$ cat config.mk
export PLATFORM = sky130hd
export DESIGN_NAME = dot_matrix_scanner
export DESIGN_NICKNAME = d
export VERILOG_FILES = /design/src/rtl/dot_matrix_scanner.sv
export SDC_FILE = /design/constraint.sdc
export NUM_CORES = 1
export LEC_CHECK = 0
export CORE_MARGIN = 2
export CORE_UTILIZATION = 40
export CTS_BUF_LIST = sky130_fd_sc_hd__clkbuf_8 sky130_fd_sc_hd__clkbuf_16
export CTS_CLUSTER_DIAMETER = 100
export DETAILED_ROUTE_END_ITERATION = 8
export PLACE_DENSITY_LB_ADDON = 0.3
export SYNTH_ARGS = -nofsm -noshare
export SYNTH_HDL_FRONTEND = slang
export SYNTH_SLANG_ARGS = --single-unit
$ cat constraint.sdc
create_clock -name clk -period 1.6 [get_ports clk]
set_input_delay 0.48 -clock clk [delete_from_list [all_inputs] [get_ports clk]]
set_output_delay 0.48 -clock clk [all_outputs]
set_load 0.02 [all_outputs]
$ cat src/rtl/dot_matrix_scanner.sv
// dot_matrix_scanner
// Drives a ROWS x COLS LED matrix. It scans one row per dwell period with all
// column data for that row in parallel. Brightness is set by PWM within each
// dwell. The frame is double-buffered: the host writes a shadow copy, and the
// active copy swaps at a frame boundary, or on any cycle while scanning is
// disabled.
module dot_matrix_scanner #(
    parameter int ROWS     = 8,
    parameter int COLS     = 8,
    parameter int DIV      = 16,
    parameter int PWM_BITS = 3
) (
    input  logic                 clk,
    input  logic                 rst_n,
    input  logic [ROWS*COLS-1:0] frame_d,
    input  logic                 frame_we,
    input  logic [PWM_BITS-1:0]  brightness,
    input  logic                 enable,
    output logic [ROWS-1:0]      row_q,
    output logic [COLS-1:0]      col_q,
    output logic                 frame_start,
    output logic                 pending
);

    localparam int DIV_W = (DIV > 1) ? $clog2(DIV) : 1;
    localparam int ROW_W = $clog2(ROWS);

    localparam logic [DIV_W-1:0]    DIV_MAX = DIV_W'(DIV - 1);
    localparam logic [ROW_W-1:0]    ROW_MAX = ROW_W'(ROWS - 1);
    localparam logic [PWM_BITS-1:0] PWM_MAX = '1;

    // Row-major frame view: frame[r][c] is flat bit r*COLS+c.
    typedef logic [ROWS-1:0][COLS-1:0] frame_t;

    // Scan position
    logic [DIV_W-1:0]    div_cnt_q, div_cnt_d;
    logic [PWM_BITS-1:0] pwm_cnt_q, pwm_cnt_d;
    logic [ROW_W-1:0]    row_idx_q, row_idx_d;

    // Frame buffers and latched brightness
    frame_t              active_q, active_d;
    frame_t              shadow_q, shadow_d;
    logic                pending_q, pending_d;
    logic [PWM_BITS-1:0] bright_q, bright_d;

    // Registered output next-state
    logic [ROWS-1:0]     row_d;
    logic [COLS-1:0]     col_d;
    logic                frame_start_d;

    // Scan events
    logic                tick;
    logic                pwm_wrap;
    logic                boundary;
    logic                swap;
    logic                lit;

    // Next-state for the scan counters, frame buffers and latched brightness.
    always_comb begin
        // NOTE: every signal gets a default first, so no path through the
        // block leaves a value unassigned and no latch is inferred.
        div_cnt_d = div_cnt_q;
        pwm_cnt_d = pwm_cnt_q;
        row_idx_d = row_idx_q;
        active_d  = active_q;
        shadow_d  = shadow_q;
        pending_d = pending_q;
        bright_d  = bright_q;

        tick     = (div_cnt_q == DIV_MAX);
        pwm_wrap = tick && (pwm_cnt_q == PWM_MAX);
        boundary = enable && pwm_wrap && (row_idx_q == ROW_MAX);

        // While disabled, every cycle acts as a boundary so a queued frame
        // is not left waiting.
        swap = !enable || boundary;

        if (!enable) begin
            div_cnt_d = '0;
            pwm_cnt_d = '0;
            row_idx_d = '0;
        end else begin
            div_cnt_d = tick ? '0 : div_cnt_q + DIV_W'(1);
            if (tick) begin
                pwm_cnt_d = pwm_cnt_q + PWM_BITS'(1);
            end
            if (pwm_wrap) begin
                row_idx_d = (row_idx_q == ROW_MAX) ? '0 : row_idx_q + ROW_W'(1);
            end
        end

        if (swap) begin
            bright_d = brightness;
            if (pending_q) begin
                active_d  = shadow_q;
                pending_d = 1'b0;
            end
        end

        // A write on the swap edge lands in the shadow after the old shadow
        // has moved to active, so the new frame stays pending.
        if (frame_we) begin
            shadow_d  = frame_d;
            pending_d = 1'b1;
        end
    end

    // Output next-state, computed from the current scan position and active frame.
    always_comb begin
        lit           = enable && (pwm_cnt_q <= bright_q);
        row_d         = lit ? (ROWS'(1) << row_idx_q) : '0;
        col_d         = lit ? active_q[row_idx_q] : '0;
        frame_start_d = enable && (div_cnt_q == '0) && (pwm_cnt_q == '0)
                        && (row_idx_q == '0);
    end

    // State and output registers.
    always_ff @(posedge clk or negedge rst_n) begin
        if (!rst_n) begin
            div_cnt_q   <= '0;
            pwm_cnt_q   <= '0;
            row_idx_q   <= '0;
            // NOTE: the frame buffers are flops, not RAM, so they are cleared
            // on reset. This keeps a blank frame on screen until the host writes.
            active_q    <= '0;
            shadow_q    <= '0;
            pending_q   <= 1'b0;
            bright_q    <= '0;
            row_q       <= '0;
            col_q       <= '0;
            frame_start <= 1'b0;
        end else begin
            // NOTE: non-blocking assignments, so every register samples the
            // pre-edge values regardless of statement order.
            div_cnt_q   <= div_cnt_d;
            pwm_cnt_q   <= pwm_cnt_d;
            row_idx_q   <= row_idx_d;
            active_q    <= active_d;
            shadow_q    <= shadow_d;
            pending_q   <= pending_d;
            bright_q    <= bright_d;
            row_q       <= row_d;
            col_q       <= col_d;
            frame_start <= frame_start_d;
        end
    end

    assign pending = pending_q;

endmodule
-- Word level (Yosys, flattened, before mapping)
Cells that the tools add are included.
- add/sub/neg operators: 3
- order comparisons: 2
- eq/ne operators: 5
- shift-type cells: 1
- mux-type cells: 13
- reduce and logical (&&, ||, !) cells: 14
- operator list (kind ; number):
    binary-select mux 8 bit (select 3 bit) ; 1
    2-to-1 mux 8 bit ; 3
    2-to-1 mux 3 bit ; 5
    2-to-1 mux 4 bit ; 2
    left shift 1 x 3 -> 8 bit, first input constant ; 1
    logical AND 1 bit ; 7
    adder 3 x 1 -> 3 bit, second input constant ; 2
    == test 3 bit, second input constant ; 2
    zero test 3 bit ; 2
    adder 4 x 1 -> 4 bit, second input constant ; 1
    == test 4 bit, second input constant ; 1
    zero test 4 bit ; 1
    less-than comparator 3 x 4 -> 1 bit, second input constant ; 1
    inequality test 2 x 1 -> 1 bit, second input constant ; 2
    less-or-equal comparator 3 bit ; 1
    2-to-1 mux 1 bit ; 2
    AND reduction 2 bit ; 1
    nonzero test 2 bit ; 1
    zero test 1 bit ; 1
    logical OR 1 bit ; 1
- flip-flop bits (word level): 159
- input bits: 71
- output and inout port bits: 18
- logic and storage cells: 62

-- Logic depth before layout (Yosys ltp)
Gate-level depths: netlist (run 1).
- word-level depth: 7
- mapped depth: 7
- gate-level depth less buffers: 6

-- Worst setup path after synthesis (run 1)
No wires, ideal clock.
- path kind: register to register
- start: reg row_idx_q[1]
- end: reg active_q[0] (netlist name)
- setup time: 0.125 ns
- arrival: 1.661 ns
- required time: 1.475 ns
- slack: -0.186 ns
- cell stages (with the launch flop): 8
- buffers on the path: 1
- period minus slack after synthesis: 1.786 ns
- cells stage by stage: dfrtp_1 ha_1 ha_1 inv_1 o21ai_4 nand2_4 buf_6 mux2_4
- word-level cells in the longest chain between the ends: 4
- RTL lines (item ; line ; text):
    start: declaration ; 38 ; logic [ROW_W-1:0] row_idx_q, row_idx_d;
    start signal: assignment ; 137 ; row_idx_q <= row_idx_d;
    == test 3 bit ; 72 ; boundary = enable && pwm_wrap && (row_idx_q == ROW_MAX);
    logical AND 1 bit ; 72 ;
    logical OR 1 bit ; 76 ; swap = !enable || boundary;
    AND reduction 2 bit (no source line) ; n/a ;
    end signal: assignment ; 138 ; active_q <= active_d;
    end: declaration ; 41 ; frame_t active_q, active_d;
No other way between the ends.
A chain may end at the register's enable or synchronous reset.

-- Worst setup path in the final report (run 1)
- start: reg pwm_cnt_q[1]
- end: reg active_q[19] (netlist name)
- word-level cells in the longest chain between the ends: 6
- RTL lines (item ; line ; text):
    start: declaration ; 37 ; logic [PWM_BITS-1:0] pwm_cnt_q, pwm_cnt_d;
    start signal: assignment ; 136 ; pwm_cnt_q <= pwm_cnt_d;
    == test 3 bit ; 71 ; pwm_wrap = tick && (pwm_cnt_q == PWM_MAX);
    logical AND 1 bit ; 71 ;
    logical AND 1 bit (2 in series) ; 72 ;
    logical OR 1 bit ; 76 ;
    AND reduction 2 bit (no source line) ; n/a ;
No other way between the ends.

==> run metrics, run 1 <==
routed vias=3947; RR Endpoint=active_q[19]; CP Data Arrival Time=approximately 2.1 ns; Pwr per Cell Area=1180 nW/um^2; CP max stage delay=0.38 ns; number of buffers added on ports=88; Slew Limit Fails=0; area leader, netlist=dfrtp_1; synthesized area=around 7000 um^2; crit share post-route=1.11; WL final=13900 um; Initial Utilization=0.412; Final #Nets=661; status=finished with violations; routed vias/inst=4.88; Reg clk slew, reported paths=0.06 ns; Hold Crit Class=input port to asynchronous set/reset pin; max_cap viols=0; RD Place Congestion=around 0.76; GR Util met3=0.0357; number of synthesized flops with an enable pin=0; FF+latch count, synth=159; prevailing post-synth register cell=dfrtp_1; final clock skew=between 0.007 and 0.008 ns; ANT nets after route=0; GRT overflow=0; placed inst area=8290 um^2; Unique masters post-synth=31; ANT cells=0; DR WL/cell=17.2 um; DP Worst Slack=-0.358 ns; initial antenna violation count=0; CTS Buffer Depth=2; ys async rst share=1.00; ranking of synthesized cells by area=dfrtp_1 58%, mux2_4 13%, mux2_2 11%; Seq/Total Area, Yosys=0.580; Post-Place Cells=772; Setup crit start kind=flip-flop; top cells by count, synth=159 x dfrtp_1, 69 x mux2_2, 60 x mux2_4; crit path cell chain=ha_2, ha_4, nand4_4, o21ai_4, nand2_4, buf_12, mux2_4; YS warnings=0; Filler Cells Inserted=1339; DRC viols=0; clk_lat worst skew=0.43 ns; f_max=0.564 GHz; Die Wd=135 um; Fin. Hold Viols=0; RSZ-0062 raised after global routing=true; Syn-to-layout area delta=31.7%; Final Power=10700 uW; Non-Filler Instances=808; CP Class=flip-flop to flip-flop; boundary pin count=89; number of global-route vias before repair=4433; most frequent cell after synthesis=dfrtp_1; share of the synthesized area in the top cell type=0.580; cell leakage power=0.00404 uW; cell at the slowest stage of the critical path=dfrtp_1; CTS tree=done; r2r setup slk=-0.17 ns; first-pass GRT wire length=23300 um; Core Rows=47; Crit Reg-Reg Startpoint=pwm_cnt_q[1]; Die Area=18200 um^2; GR Util met2=0.273; die height=135 um; syn_area_per_cell=15.4 um^2; DP Wirelength=9980 um; failing checks=setup timing; Final Cell Area=9030 um^2; root buffer cell=clkbuf_16; final setup vio count=77; grt peak-use layer=met2; Worst Path Max Fanout=23; Crit. End Element=flip-flop; Rel. slew slack=0.704; Data required, critical path=1.91 ns; Worst-Margin Slew=0.444 ns; largest net degree at the start of global routing=51; final worst path period need=1.77 ns; fin worst setup slack=-0.174 ns; H-tree Lvls=4; logic depth of the worst register-to-register path=7; DR iter-0 viols=195; clk sinks=~160; GRT Overall Usage=0.168; number of buffers created by CTS=17; layout cells sized above 1=0.393; Synth Net Count=531; 1st-pass router iterations=4; maximum vdd drop=0.000838 V; synthesized instance count=446; core box area=16600 um^2; grt met1 use=0.214
## metal layers
layer  up-vias  wire, um
met3        28       412
met5         -         0
met1      1986      6250
met2        76      6840
li1       1857         -
met4         0       408
## worst max path at each step
stage	start	endpoint	slack [ns]	depth (start not counted)
floorplan	pwm_cnt_q[1]	active_q[15]	-0.16	7
global placement	enable	active_q[45]	-0.33	5
detailed placement	enable	active_q[43]	-0.36	5
CTS	pwm_cnt_q[1]	active_q[30]	-0.17	7
global route	pwm_cnt_q[1]	active_q[19]	-0.23	7
finish	pwm_cnt_q[1]	active_q[19]	-0.17	7
## sequential cells by signal (all words and copies together) (netlist names)
name and flops:
frame_start 1, active_q 64, shadow_q 64, pending 1
col_q 8, row_q 8, div_cnt_q 4, bright_q 3
row_idx_q 3, pwm_cnt_q 3
## layout by cell type, fill, tap and decap left out, types with 3 or more instances in the layout
| master | instances |
|---|---|
| a21oi_1 | 3 |
| buf_4 | 30 |
| ha_4 | 4 |
| bufinv_16 | 4 |
| nor2b_1 | 5 |
| buf_12 | 8 |
| nor3_2 | 4 |
| buf_6 | 3 |
| and3_1 | 10 |
| inv_1 | 12 |
| clkbuf_16 | 17 |
| clkinv_4 | 3 |
| o21ai_0 | 4 |
| mux2_4 | 60 |
| a22oi_1 | 16 |
| clkdlybuf4s50_1 | 68 |
| ha_1 | 9 |
| clkdlybuf4s15_1 | 8 |
| mux2i_1 | 33 |
| clkinvlp_4 | 3 |
| mux2_2 | 69 |
| nand2_1 | 7 |
| clkdlybuf4s15_2 | 6 |
| dfrtp_1 | 158 |
| and2_1 | 8 |
## metrics by stage
stage / hold slack [ns] / util / setup TNS (ns)
final: 0.494 / 0.542 / -10.31
after global routing: 0.524 / 0.542 / -14.89
after CTS: 0.495 / 0.540 / -10.43
after detailed placement: 0.380 / 0.498 / -23.13
after global placement: 0.375 / 0.498 / -21.39
after floorplan: 0.184 / - / -9.58
## cell type report
cell class,count,area [um^2],area share
clock inverter,13,188,0.0208
clock buffer,18,439,0.0486
sequential,159,3980,0.441
multi-input combinational,255,2800,0.310
tap,220,275,0.0305
inverter,13,48.8,0.00541
timing repair buffer,130,1300,0.144
## cell families after synthesis
logic type,count (synthesis),synth area share
multiplexers,163,0.294
flip-flops,159,0.580
AND/OR/NAND/NOR,47,0.0411
buffers and inverters,32,0.0255
AO/OA/AOI/OAI,29,0.0307
adder cells (fa/ha/maj),14,0.0255
XOR/XNOR,2,0.00256
## critical path: cells and delay by family (launching register included)
family          cells  cell delay [ns]
simple gates        2             0.23
buf+inv             1             0.20
compound gates      1             0.19
mux                 1             0.31
flops               1             0.38
fa+ha+maj           2             0.34
## what timing repair did
item                                   in CTS  in global routing
setup endpoints to repair                  99                 91
gates resized for setup                    45                 17
hold buffers                                1                  0
pin swaps                                   1                  1
gates cloned                                0                  0
endpoints found under the hold margin      23                  0
buffers inserted                            2                  3
## report_power, final
group / leakage, uW / internal, uW / total [uW] / switching [uW]
Combinational: 0.00183 / 964 / 1500 / 532
Clock: 0.000298 / 2650 / 4280 / 1630
Sequential: 0.00191 / 4550 / 4880 / 329
Total: 0.00404 / 8160 / 10700 / 2490
(Power assumes the default switching activity.)
==> inputs of run 2 (changes only) <==
--- a/config.mk
+++ b/config.mk
@@ -5,6 +5,7 @@
 export SDC_FILE = /design/constraint.sdc
 export NUM_CORES = 1
 export LEC_CHECK = 0
+export CORE_ASPECT_RATIO = 1.5
 export CORE_MARGIN = 2
 export CORE_UTILIZATION = 40
 export CTS_BUF_LIST = sky130_fd_sc_hd__clkbuf_8 sky130_fd_sc_hd__clkbuf_16
==> run 2 against run 1 <==
The flow still finishes with violations (setup timing). Critical endpoint is now row_q[4]. Sequential power about the same. Via count up 1.6%. Sequential share of layout area down 0.60 points. First-iteration DRC count down 26%. Final area up 1.4%.
==> run metrics, run 2 (same netlist as run 1, synthesis figures left out) <==
status=finished with violations; failing checks=setup timing; die height=164 um (+22%); CP Data Arrival Time=2.11 ns (+0.03 ns); crit path cell chain=buf_4, buf_6, ha_4, nor2b_4, o21ai_2, o211a_4, buf_12, and3_4; boundary pin count=89 (unchanged); DRC viols=0 (unchanged); Setup crit start kind=flip-flop; number of global-route vias before repair=4459 (+0.59%); Worst path top cell family by delay=flip-flops; combinational power share=0.150 (+0.010); P_sw=2520 uW (+1.0%); Final #Nets=665 (+0.61%); Worst-Margin Slew=0.574 ns (+0.130 ns); Final Hold Slack=0.500 ns (+0.00536 ns); Pint=8020 uW (-1.8%); routed vias=4009 (+1.6%); ANT nets after route=0 (unchanged); Data required, critical path=1.92 ns (about the same); cell at the slowest stage of the critical path=dfrtp_1; DR iter-0 viols=144 (-26%); GRT Overall Usage=0.163 (-0.00435); ANT cells=0 (unchanged); Net Sw Frac=0.239 (+0.00508); Core Rows=58 (+23%); maximum vdd drop=0.000710 V (-15%); cell leakage power=0.00407 uW (+0.70%); CTS tree=done; CTS Buffer Depth=2 (unchanged); initial antenna violation count=0 (unchanged); number of buffers created by CTS=17 (unchanged); max_cap viols=0 (unchanged); Final Power=10500 uW (-1.1%); final setup vio count=81 (+5.2%); Slew Limit Fails=0 (unchanged); RSZ-0062 raised after global routing=true; 1st-pass router iterations=4 (unchanged); Initial Utilization=0.409 (-0.00298); CP max stage delay=0.39 ns (about the same); WL final=14400 um (+3.1%); Die Wd=111 um (-18%); core box area=16800 um^2 (+0.73%); Fin. Hold Viols=0 (unchanged); Regs by FF count=active_q x64, shadow_q x64; Hold Crit Class=flip-flop to flip-flop; number of buffers added on ports=88 (unchanged); first-pass GRT wire length=22900 um (-1.9%); RD Place Congestion=0.764 (+0.69%); most frequent cells in the layout=158 x dfrtp_1, 69 x mux2_2, 68 x clkdlybuf4s50_1; root buffer cell=clkbuf_16; Filler Cells Inserted=1379 (+3.0%); Crit. End Element=flip-flop; Post-Place Cells=762 (-1.3%); fin worst setup slack=-0.185 ns (-0.0111 ns); Non-Filler Instances=802 (-0.74%); CP Class=flip-flop to flip-flop; multi-input logic area=2850 um^2 (+2.1%); final worst path period need=1.78 ns (+0.0111 ns); largest net degree at the start of global routing=45 (-12%); H-tree Lvls=4 (unchanged); Worst Path Max Fanout=6 (-74%); final clock skew=0.00975 ns (+0.00257 ns); f_max=0.560 GHz (-0.62%); CP bufs+invs=3 (+2); Syn-to-layout area delta=33.5%; DP Wirelength=10500 um (+5.0%); clk sinks=159 (unchanged); Rel. slew slack=0.616 (-0.0879); GRT overflow=0 (unchanged); DR WL/cell=17.9 um (+3.9%); routed vias/inst=5.00 (+2.3%); Reg clk slew, reported paths=0.06 ns (about the same); Die Area=18200 um^2 (+0.12%); clk_lat worst skew=0.43 ns (about the same); layout cells sized above 1=0.410 (+0.0176); commonest non-fill, non-tap cell in the layout=dfrtp_1; Pwr per Cell Area=1150 nW/um^2 (-2.4%); clock share of power=0.386 (-0.016); Reg area=3980 um^2 (unchanged); Reg power frac=0.463 (+0.005); crit share post-route=1.12 (+0.00692)
-- run 2: routing by layer --
layer  track usage  wire length, um  up-vias
met3        0.0413              509       32
met5             0                0        -
li1              -                -     1861
met1         0.181             5740     2029
met4        0.0676              367        0
met2         0.299             7730       87
-- run 2: per-stage QoR --
step | util | setup TNS [ns] | setup WS, ns | cell area [um^2]
finish | 0.546 | -9.69 | -0.185 | 9150
global route | 0.546 | -14.65 | -0.226 | 9150
CTS | 0.541 | -9.06 | -0.153 | 9070
detailed placement | 0.496 | -22.24 | -0.350 | 8320
global placement | 0.496 | -21.39 | -0.329 | 8320
floorplan | - | -9.58 | -0.161 | 6890
-- run 2: layout make-up --
class                   instances  share of cell area
flip-flops and latches        159               0.435
multi-input cells             255               0.312
repair buffers                134               0.154
clock buffers                  17              0.0465
well taps                     210              0.0287
clock inverters                14              0.0183
inverters                      13             0.00561
-- run 2: what timing repair did --
action | CTS | global route
endpoints found under the setup margin | 97 | 88
buffers inserted | 5 | 2
gates cloned | 1 | 1
pin swaps | 5 | 3
gates resized for setup | 57 | 17
endpoints found under the hold margin | 10 | 0
hold buffers | 1 | 0
-- run 2: final timing paths --
kind / to / from / slack [ns] / cells after the start
min: active_q[23] / shadow_q[23] / 0.50 / 1
min in group asynchronous: frame_start / rst_n / 0.56 / 2
max: row_q[4] / pwm_cnt_q[1] / -0.18 / 8
max reg2reg: row_q[4] / pwm_cnt_q[1] / -0.18 / 8
max in group asynchronous: active_q[44] / rst_n / 0.47 / 3
min reg2reg: active_q[23] / shadow_q[23] / 0.50 / 1
-- run 2: power groups by stage --
stage | clock network (uW) | registers [uW] | logic [uW]
detailed placement | 0 | 4960 | 1540
CTS | 4150 | 4890 | 1590
global route | 4330 | 4940 | 1700
global placement | 0 | 4930 | 1480
floorplan | 0 | 4860 | 935
finish | 4070 | 4880 | 1580
==> inputs of run 3 (changes only) <==
--- a/config.mk
+++ b/config.mk
@@ -5,7 +5,6 @@
 export SDC_FILE = /design/constraint.sdc
 export NUM_CORES = 1
 export LEC_CHECK = 0
-export CORE_ASPECT_RATIO = 1.5
 export CORE_MARGIN = 2
 export CORE_UTILIZATION = 40
 export CTS_BUF_LIST = sky130_fd_sc_hd__clkbuf_8 sky130_fd_sc_hd__clkbuf_16
==> results of run 3 <==
Final layout, timing and power as in run 1 (identical DEF).
